$ cat src/rtl/wb_queue.sv
// wb_queue: in-order writeback buffer feeding register file write port 3, with pending-write queries.
// Optional macro WBQ_FWD_EN adds fwd1/fwd2, the youngest pending data for each query address.
`default_nettype none

module wb_queue #(
  parameter int DEPTH = 4
) (
  input  logic                     clk,
  input  logic                     reset_n,
  input  logic                     in_valid,
  output logic                     in_ready,
  input  logic [4:0]               in_addr,
  input  logic [63:0]              in_data,
  input  logic                     hold,
  output logic                     we3,
  output logic [4:0]               wa3,
  output logic [63:0]              wd3,
  input  logic [4:0]               qa1,
  input  logic [4:0]               qa2,
  output logic                     busy1,
  output logic                     busy2,
`ifdef WBQ_FWD_EN
  output logic [63:0]              fwd1,
  output logic [63:0]              fwd2,
`endif
  output logic [$clog2(DEPTH):0]   count
);

  localparam int PW = $clog2(DEPTH);
  localparam int CW = PW + 1;
  localparam logic [4:0]    c_XZR  = 5'd31;
  localparam logic [CW-1:0] c_FULL = CW'(DEPTH);

  logic [PW-1:0] r_head;
  logic [PW-1:0] r_tail;
  logic [CW-1:0] r_count;
  logic [4:0]    r_addr [DEPTH];
  logic [63:0]   r_data [DEPTH];

  logic             w_accept;
  logic             w_push;
  logic             w_pop;
  logic [DEPTH-1:0] w_incl;
  logic [DEPTH-1:0] w_hit1;
  logic [DEPTH-1:0] w_hit2;

  assign in_ready = (r_count != c_FULL);
  assign w_accept = in_valid && in_ready;
  assign w_push   = w_accept && (in_addr != c_XZR);
  assign we3      = (r_count != '0) && !hold;
  assign w_pop    = we3;
  assign wa3      = (r_count != '0) ? r_addr[r_head] : 5'd0;
  assign wd3      = (r_count != '0) ? r_data[r_head] : 64'd0;
  assign count    = r_count;

  always_ff @(posedge clk or negedge reset_n) begin
    if (!reset_n) begin
      r_head  <= '0;
      r_tail  <= '0;
      r_count <= '0;
    end else begin
      if (w_push) r_tail <= r_tail + PW'(1);
      if (w_pop)  r_head <= r_head + PW'(1);
      case ({w_push, w_pop})
        2'b10:   r_count <= r_count + CW'(1);
        2'b01:   r_count <= r_count - CW'(1);
        default: r_count <= r_count;
      endcase
    end
  end

  // Payload storage carries no reset; occupancy alone decides which slots are meaningful.
  always_ff @(posedge clk) begin
    if (w_push) begin
      r_addr[r_tail] <= in_addr;
      r_data[r_tail] <= in_data;
    end
  end

  // A slot takes part in queries when occupied, except a head already being written this cycle.
  for (genvar gi = 0; gi < DEPTH; gi++) begin : g_entry
    logic [PW-1:0] w_age;
    assign w_age       = PW'(gi) - r_head;
    assign w_incl[gi]  = ({1'b0, w_age} < r_count) && !(we3 && (PW'(gi) == r_head));
    assign w_hit1[gi]  = w_incl[gi] && (r_addr[gi] == qa1);
    assign w_hit2[gi]  = w_incl[gi] && (r_addr[gi] == qa2);
  end

  assign busy1 = (qa1 != c_XZR) && (|w_hit1);
  assign busy2 = (qa2 != c_XZR) && (|w_hit2);

`ifdef WBQ_FWD_EN
  logic [PW-1:0] w_ord [DEPTH];

  for (genvar gk = 0; gk < DEPTH; gk++) begin : g_order
    assign w_ord[gk] = r_head + PW'(gk);
  end

  // Walking oldest to youngest lets the last match win, i.e. the youngest pending write.
  always_comb begin
    fwd1 = 64'd0;
    fwd2 = 64'd0;
    for (int k = 0; k < DEPTH; k++) begin
      if (w_hit1[w_ord[k]] && (qa1 != c_XZR)) fwd1 = r_data[w_ord[k]];
      if (w_hit2[w_ord[k]] && (qa2 != c_XZR)) fwd2 = r_data[w_ord[k]];
    end
  end
`endif

endmodule

`default_nettype wire

$ cat config.mk
export PLATFORM = sky130hd
export DESIGN_NAME = wb_queue
export DESIGN_NICKNAME = d
export VERILOG_FILES = /design/src/rtl/wb_queue.sv
export SDC_FILE = /design/constraint.sdc
export NUM_CORES = 1
export LEC_CHECK = 0
export BUFFER_PORTS_ARGS = -buffer_cell sky130_fd_sc_hd__clkbuf_2
export CAP_MARGIN = 20
export CORE_ASPECT_RATIO = 1.1
export CORE_UTILIZATION = 62
export CTS_CLUSTER_DIAMETER = 150
export CTS_CLUSTER_SIZE = 16
export DETAILED_ROUTE_END_ITERATION = 6
export PLACE_DENSITY = 0.95
export SETUP_SLACK_MARGIN = 0.5
export SLEW_MARGIN = 20
export SYNTH_ARGS = -nofsm -noshare
export SYNTH_HDL_FRONTEND = slang
export SYNTH_SLANG_ARGS = --single-unit
export TNS_END_PERCENT = 5
$ cat constraint.sdc
create_clock -name clk -period 5 [get_ports clk]
set_input_delay 1.25 -clock clk [delete_from_list [all_inputs] [get_ports clk]]
set_output_delay 1.25 -clock clk [all_outputs]
set_load 0.005 [all_outputs]
==> Yosys cells after proc, flatten, opt, wreduce, memory -nomap -nowiden <==
Memories as Yosys holds them, arrays and structs flattened.
Index checks and enable logic that the tools add are counted.
{ "classes": {"eq_ne": 17, "n_reduce_logical": 31, "add_sub_neg": 8, "order_cmp": 4, "n_mux": 5} }
{ "ops": {"columns": ["op", "count"], "rows": [
  ["$mux W64", 1],
  ["$eq A5 B5 Y1", 8],
  ["$logic_and A1 B1 Y1", 21],
  ["$ne A5 B5 Y1 const B", 3],
  ["$lt A2 B3 Y1", 4],
  ["$reduce_or A4 Y1", 2],
  ["$pmux W3 S2", 1],
  ["$logic_not A1 Y1", 5],
  ["$mux W5", 1],
  ["$add A2 B1 Y2 const B", 2],
  ["$eq A2 B2 Y1 const A", 2],
  ["$sub A1 B2 Y2 const A", 2],
  ["$sub A2 B2 Y2 const A", 2],
  ["$add A3 B1 Y3 const B", 1],
  ["$ne A3 B3 Y1 const B", 1],
  ["$reduce_bool A3 Y1", 1],
  ["$sub A3 B1 Y3 const B", 1],
  ["$eq A1 B2 Y1 const A", 1],
  ["$eq A2 B1 Y1 const B", 1],
  ["$eq A2 B2 Y1 const B", 1],
  ["$logic_not A2 Y1", 1],
  ["$mux W1", 2],
  ["$reduce_bool A2 Y1", 1]
]} }
{ "totals": {"ramBits": 276, "out_inout_bits": 76, "mem_count": 2, "elab_cells": 70, "reg_bits": 7, "inputBits": 83} }
{ "memory_table": {"columns": ["name", "depth", "word_bits", "read_ports", "rd_clocked_by_memory_dff", "wr", "line_no", "source"], "rows": [
  ["r_data", 4, 64, 1, 0, 1, "38", "logic [63:0] r_data [DEPTH];"],
  ["r_addr", 4, 5, 5, 0, 1, "37", "logic [4:0] r_addr [DEPTH];"]
]} }

==> Depth between registers and ports, before layout <==
{ "logic_depth": {"depth_word": 8, "mapped_depth": 11, "mapped_depth_nobuf": 11} }

==> Worst setup path after synthesis <==
OpenSTA, ideal clock, no wires.
{ "synth_path": {"path_type": "input port to flip-flop", "start": "input in_addr[2]", "end": "memory r_addr[0][0], enable pin", "path_stages": 3, "arrival_time_ns": 3.416, "setup_time_ns": 0.435, "slack_ns": 1.150, "required_time_ns": 4.565, "n_path_buf": 0, "path_cell_list": "and3_1 -> a31oi_2 -> and2_1"} }
{ "synth_between": {"elab_chain_len": 4} }
{ "synth_lines": {"columns": ["element", "line_no", "source"], "rows": [
  ["start, declared", "12", "input logic [4:0] in_addr,"],
  ["$ne A5 B5 Y1", "49", "assign w_push = w_accept && (in_addr != c_XZR);"],
  ["$logic_and A1 B1 Y1", "49", null],
  ["$mux W1", "74", "if (w_push) begin"],
  ["$mux W1 (not written as such)", "75", "r_addr[r_tail] <= in_addr;"],
  ["end, declared", "37", null]
]} }
No other way between the ends.

==> Final worst setup path <==
{ "layout_path": {"start": "register r_head[1]", "end": "output busy2"} }
{ "layout_between": {"elab_chain_len": 7, "elab_cells_between_ends": 30, "classes_between": "4 x add/sub; 4 x order compare; 3 x eq/ne; 19 x reduce/logical"} }
{ "layout_lines": {"columns": ["element", "line_no", "source"], "rows": [
  ["start, declared", "34", "logic [PW-1:0] r_head;"],
  ["start signal, assigned", "63", "if (w_pop) r_head <= r_head + PW'(1);"],
  ["parallel branches: the longest is 5 deep, another holds $lt A2 B3 Y1", null, null],
  ["$reduce_or A4 Y1 (*)", "90", "assign busy2 = (qa2 != c_XZR) && (|w_hit2);"],
  ["$logic_and A1 B1 Y1 (*)", "90", null],
  ["end, declared", "21", "output logic busy2,"]
]} }
Mark *: on every way between the ends.

==> impl_results.md <==
- Status: complete, no violations
- Critical path class: flop to output port
- Initial core utilization: 63.02%
- Syn_nets: 670
- Gate power share: ~34%
- Via density: roughly 6
- Worst-path maximum fanout: 37
- DRT Wirelength: roughly 21000 um
- Net Switching: 2227 uW
- FFs w/ async S/R, synth: ~2.5%
- Placed cell area: approximately 13000 um^2
- Syn avg cell area: just over 20 um^2
- Final min period: approximately 4.4 ns
- Synth Area in Compound Gates: 0.8224%
- Worst skew pair latency: between 0.4 and 0.5 ns
- Post-CTS sizing: 0
- Hold Buf Count CTS: 0
- Largest net degree at the start of global routing: 70
- Req. time, crit path: between 3 and 4 ns
- Multiplexer share of the synthesized area: ~13%
- Post-Syn Area: 11560 um^2
- Switching Fraction: a little under a third
- Register area share after synthesis: between 70% and 80%
- Clock share of power: 20.6%
- Clk_skew: between 0.009 and 0.01 ns
- Most used DFF post-synth: edfxtp_1
- Startpoint types: flop
- Setup TNS: 0 ns
- Post-synth top area cell: edfxtp_1
- Reg power frac: between 40% and 50%
- Detailed Routing Iterations Pass 1: 5
- CP Capture Type: output port
- Drt drc: 0
- Hold Violations, Final: 0
- Leak Pwr: between 0.004 and 0.005 uW
- Post-synthesis xor/xnor area fraction: approximately 3.4%
- Buffer depth of the longest clock path: 3
- Synth cell types: 34
- GRT overflow: 0
- Post-Place Cells: approximately 940
- Int Power: between 5000 and 6000 uW
- Die X: about 130 um
- CP arrival: around 3.1 ns
- CTS clk-pin slew, worst paths: roughly 0.07 ns
- Pwr Density: between 500 and 600 nW/um^2
- TritonCTS Sinks: between 200 and 300
- Boundary pin count: ~160
- Placer Congestion: 0.9894
- CTS tree: built
- Vias in the first global route: 6352
- RR Endpoint: r_addr[0][2]$_DFFE_PP_
- Initial antenna violation count: 0
- Count leader, synth: edfxtp_1
- Final HPWL DP: ~13000 um
- Die height: ~150 um
- Max Clock Freq: 228.4 MHz
- Pre-CTS setup slack: between 1 and 1.5 ns
- First-pass GRT wire length: about 33000 um
- Die ar.: 19200 um^2
- Setup Fix Bufs, Post-CTS: 0
- Most frequent cells after synthesis: edfxtp_1 (276), mux4_2 (69), nor2b_1 (69)
- Final setup vio count: 0
- Total number of vias: 5834
- Worst Tran Pin Value: 1.046 ns
- Post-synth EDFFs: roughly 280
- Sequential cell area: 8471 um^2
- Post-layout nets: 821
- Number of synthesized register bits: between 200 and 300
- Post-Syn Instances: ~570
- DRT iter0 DRCs: around 430
- GR Util All Layers: a little under a quarter
- Top cell type's share of synthesized area: between 70% and 80%
- WHS: between 0.5 and 0.6 ns
- Num CTS Buffers: 21
- Max cap viols: 0
- Slew Viols, Final: 0
- Post-route cell area: 13100 um^2
- Synth Area in Simple Gates: between 5 and 6%
- Crit share post-route: between 80% and 90%
- Setup ws final: between 0.6 and 0.7 ns
- Core ar.: ~18000 um^2
- Row Count: 52
- Synth area leaders: edfxtp_1 (72%), mux4_2 (13%), nor2b_1 (3.7%)
- H-tree depth: 1
- Synth warn: 0
- HP Class: primary input to async pin
- Worst rel slew slack: between 30% and 40%
- Post-route antenna net violation count: 0
- Adder-Cell Fraction of Synth Area: under 10%
- Crit path to: busy2
- Final std cells w/o fill: between 900 and 1k
- Fill cell count: ~1.1k
- Share of cells above drive strength 1: 35.77%
- R2R Path Start: count[1]$_DFFE_PN0P_
- Multi-input logic area: around 2900 um^2
- Root Buffer: clkbuf_16
- Crit path from: r_head[1]$_DFFE_PN0P_
- DR WL/cell: 21.43 um
- Reg2Reg Depth: 5
- Area grow syn2layout: 13.29%
- RSZ-0062 raised after global routing: no
- Largest family of logic cells by synthesized area: multiplexers
- ANT cells: 0
- Peak VDD IR: 0.0004553 V
- Port bufs: ~160
- Reg2reg setup slack: around 2.4 ns
-- sequential cells by signal (all words and copies together) (netlist names) --
signal / cells
count: 3
r_data: 256
r_tail: 2
r_head: 2
r_addr: 20
-- power by group through the flow --
stage               registers, uW  clock network (uW)  logic [uW]
finish                       3330                1520        2530
detailed placement           3390                   0        2560
global route                 3370                1630        2760
floorplan                    3280                   0        1730
CTS                          3340                1550        2570
global placement             3340                   0        2490
-- placed cells by master, fill, tap and decap left out, types with 2 or more instances in the layout --
| master | synthesis | layout |
|---|---|---|
| a21oi_1 | 4 | 4 |
| mux4_2 | 69 | 69 |
| dfrtp_1 | 7 | 5 |
| ha_1 | 13 | 13 |
| xor2_1 | 18 | 18 |
| clkbuf_1 | 10 | 15 |
| clkbuf_2 | 0 | 158 |
| nand2_1 | 5 | 5 |
| clkbuf_16 | 0 | 21 |
| and3_1 | 2 | 2 |
| nand3_1 | 9 | 9 |
| dfrtp_4 | 0 | 2 |
| xnor2_1 | 27 | 27 |
| and2_4 | 0 | 4 |
| nor2_1 | 2 | 2 |
| buf_4 | 3 | 4 |
| edfxtp_1 | 276 | 276 |
| a31oi_1 | 2 | 2 |
| o21ai_0 | 2 | 2 |
| nor2b_1 | 69 | 69 |
| o2bb2ai_1 | 4 | 4 |
| inv_1 | 8 | 8 |
| nor4_1 | 10 | 10 |
-- worst min path at each step --
stage,slack (ns),endpoint,startpoint
2_1_floorplan,0.56,count[1]$_DFFE_PN0P_,count[1]$_DFFE_PN0P_
3_3_place_gp,0.56,count[1]$_DFFE_PN0P_,count[1]$_DFFE_PN0P_
3_5_place_dp,0.58,count[1]$_DFFE_PN0P_,count[1]$_DFFE_PN0P_
4_1_cts,0.58,count[2]$_DFFE_PN0P_,reset_n
5_1_grt,0.59,count[2]$_DFFE_PN0P_,reset_n
6_report,0.59,count[2]$_DFFE_PN0P_,reset_n
-- area by class of cell --
type	count	area share, %
Tap cell	243	2.321
Clock buffer	36	4.442
Sequential cell	283	64.67
Timing Repair Buffer	162	6.266
Inverter	9	0.2579
Multi-Input combinational cell	247	21.99
Clock inverter	1	0.05731
-- stage by stage --
| step | utilization, % | power [uW] |
|---|---|---|
| after floorplan | - | 5010 |
| after global placement | 68.18 | 5830 |
| after detailed placement | 68.18 | 5948 |
| after CTS | 71.39 | 7460 |
| after global routing | 71.39 | 7755 |
| final | 71.39 | 7380 |
-- worst max-delay path, cell delays in order (launching register included) --
cell and delay [ns]:
dfrtp_4 0.76, inv_1 0.19, ha_1 0.37, inv_1 0.05
ha_1 0.27, a21oi_1 0.12, o2bb2ai_1 0.11, nor4_1 0.36
nor4_1 0.10, a31oi_1 0.17, clkbuf_2 0.13
-- kinds of logic after synthesis --
logic type	after synthesis
AOI/OAI and AO/OA	14
xor gates and xnor gates	45
adders and majority gates	14
buffers and inverters	43
DFF	283
muxes	69
and+or+nand+nor	105
-- per-layer routing --
layer	share of wire, %	global-route usage [%]	vias to the layer above
met4	2.4	7.356	0
met3	6.5	3.704	42
li1	-	-	2560
met1	39	29.60	2996
met2	52	39.18	236
met5	0	0	-
Note: power is estimated with default switching activity, not from simulation.
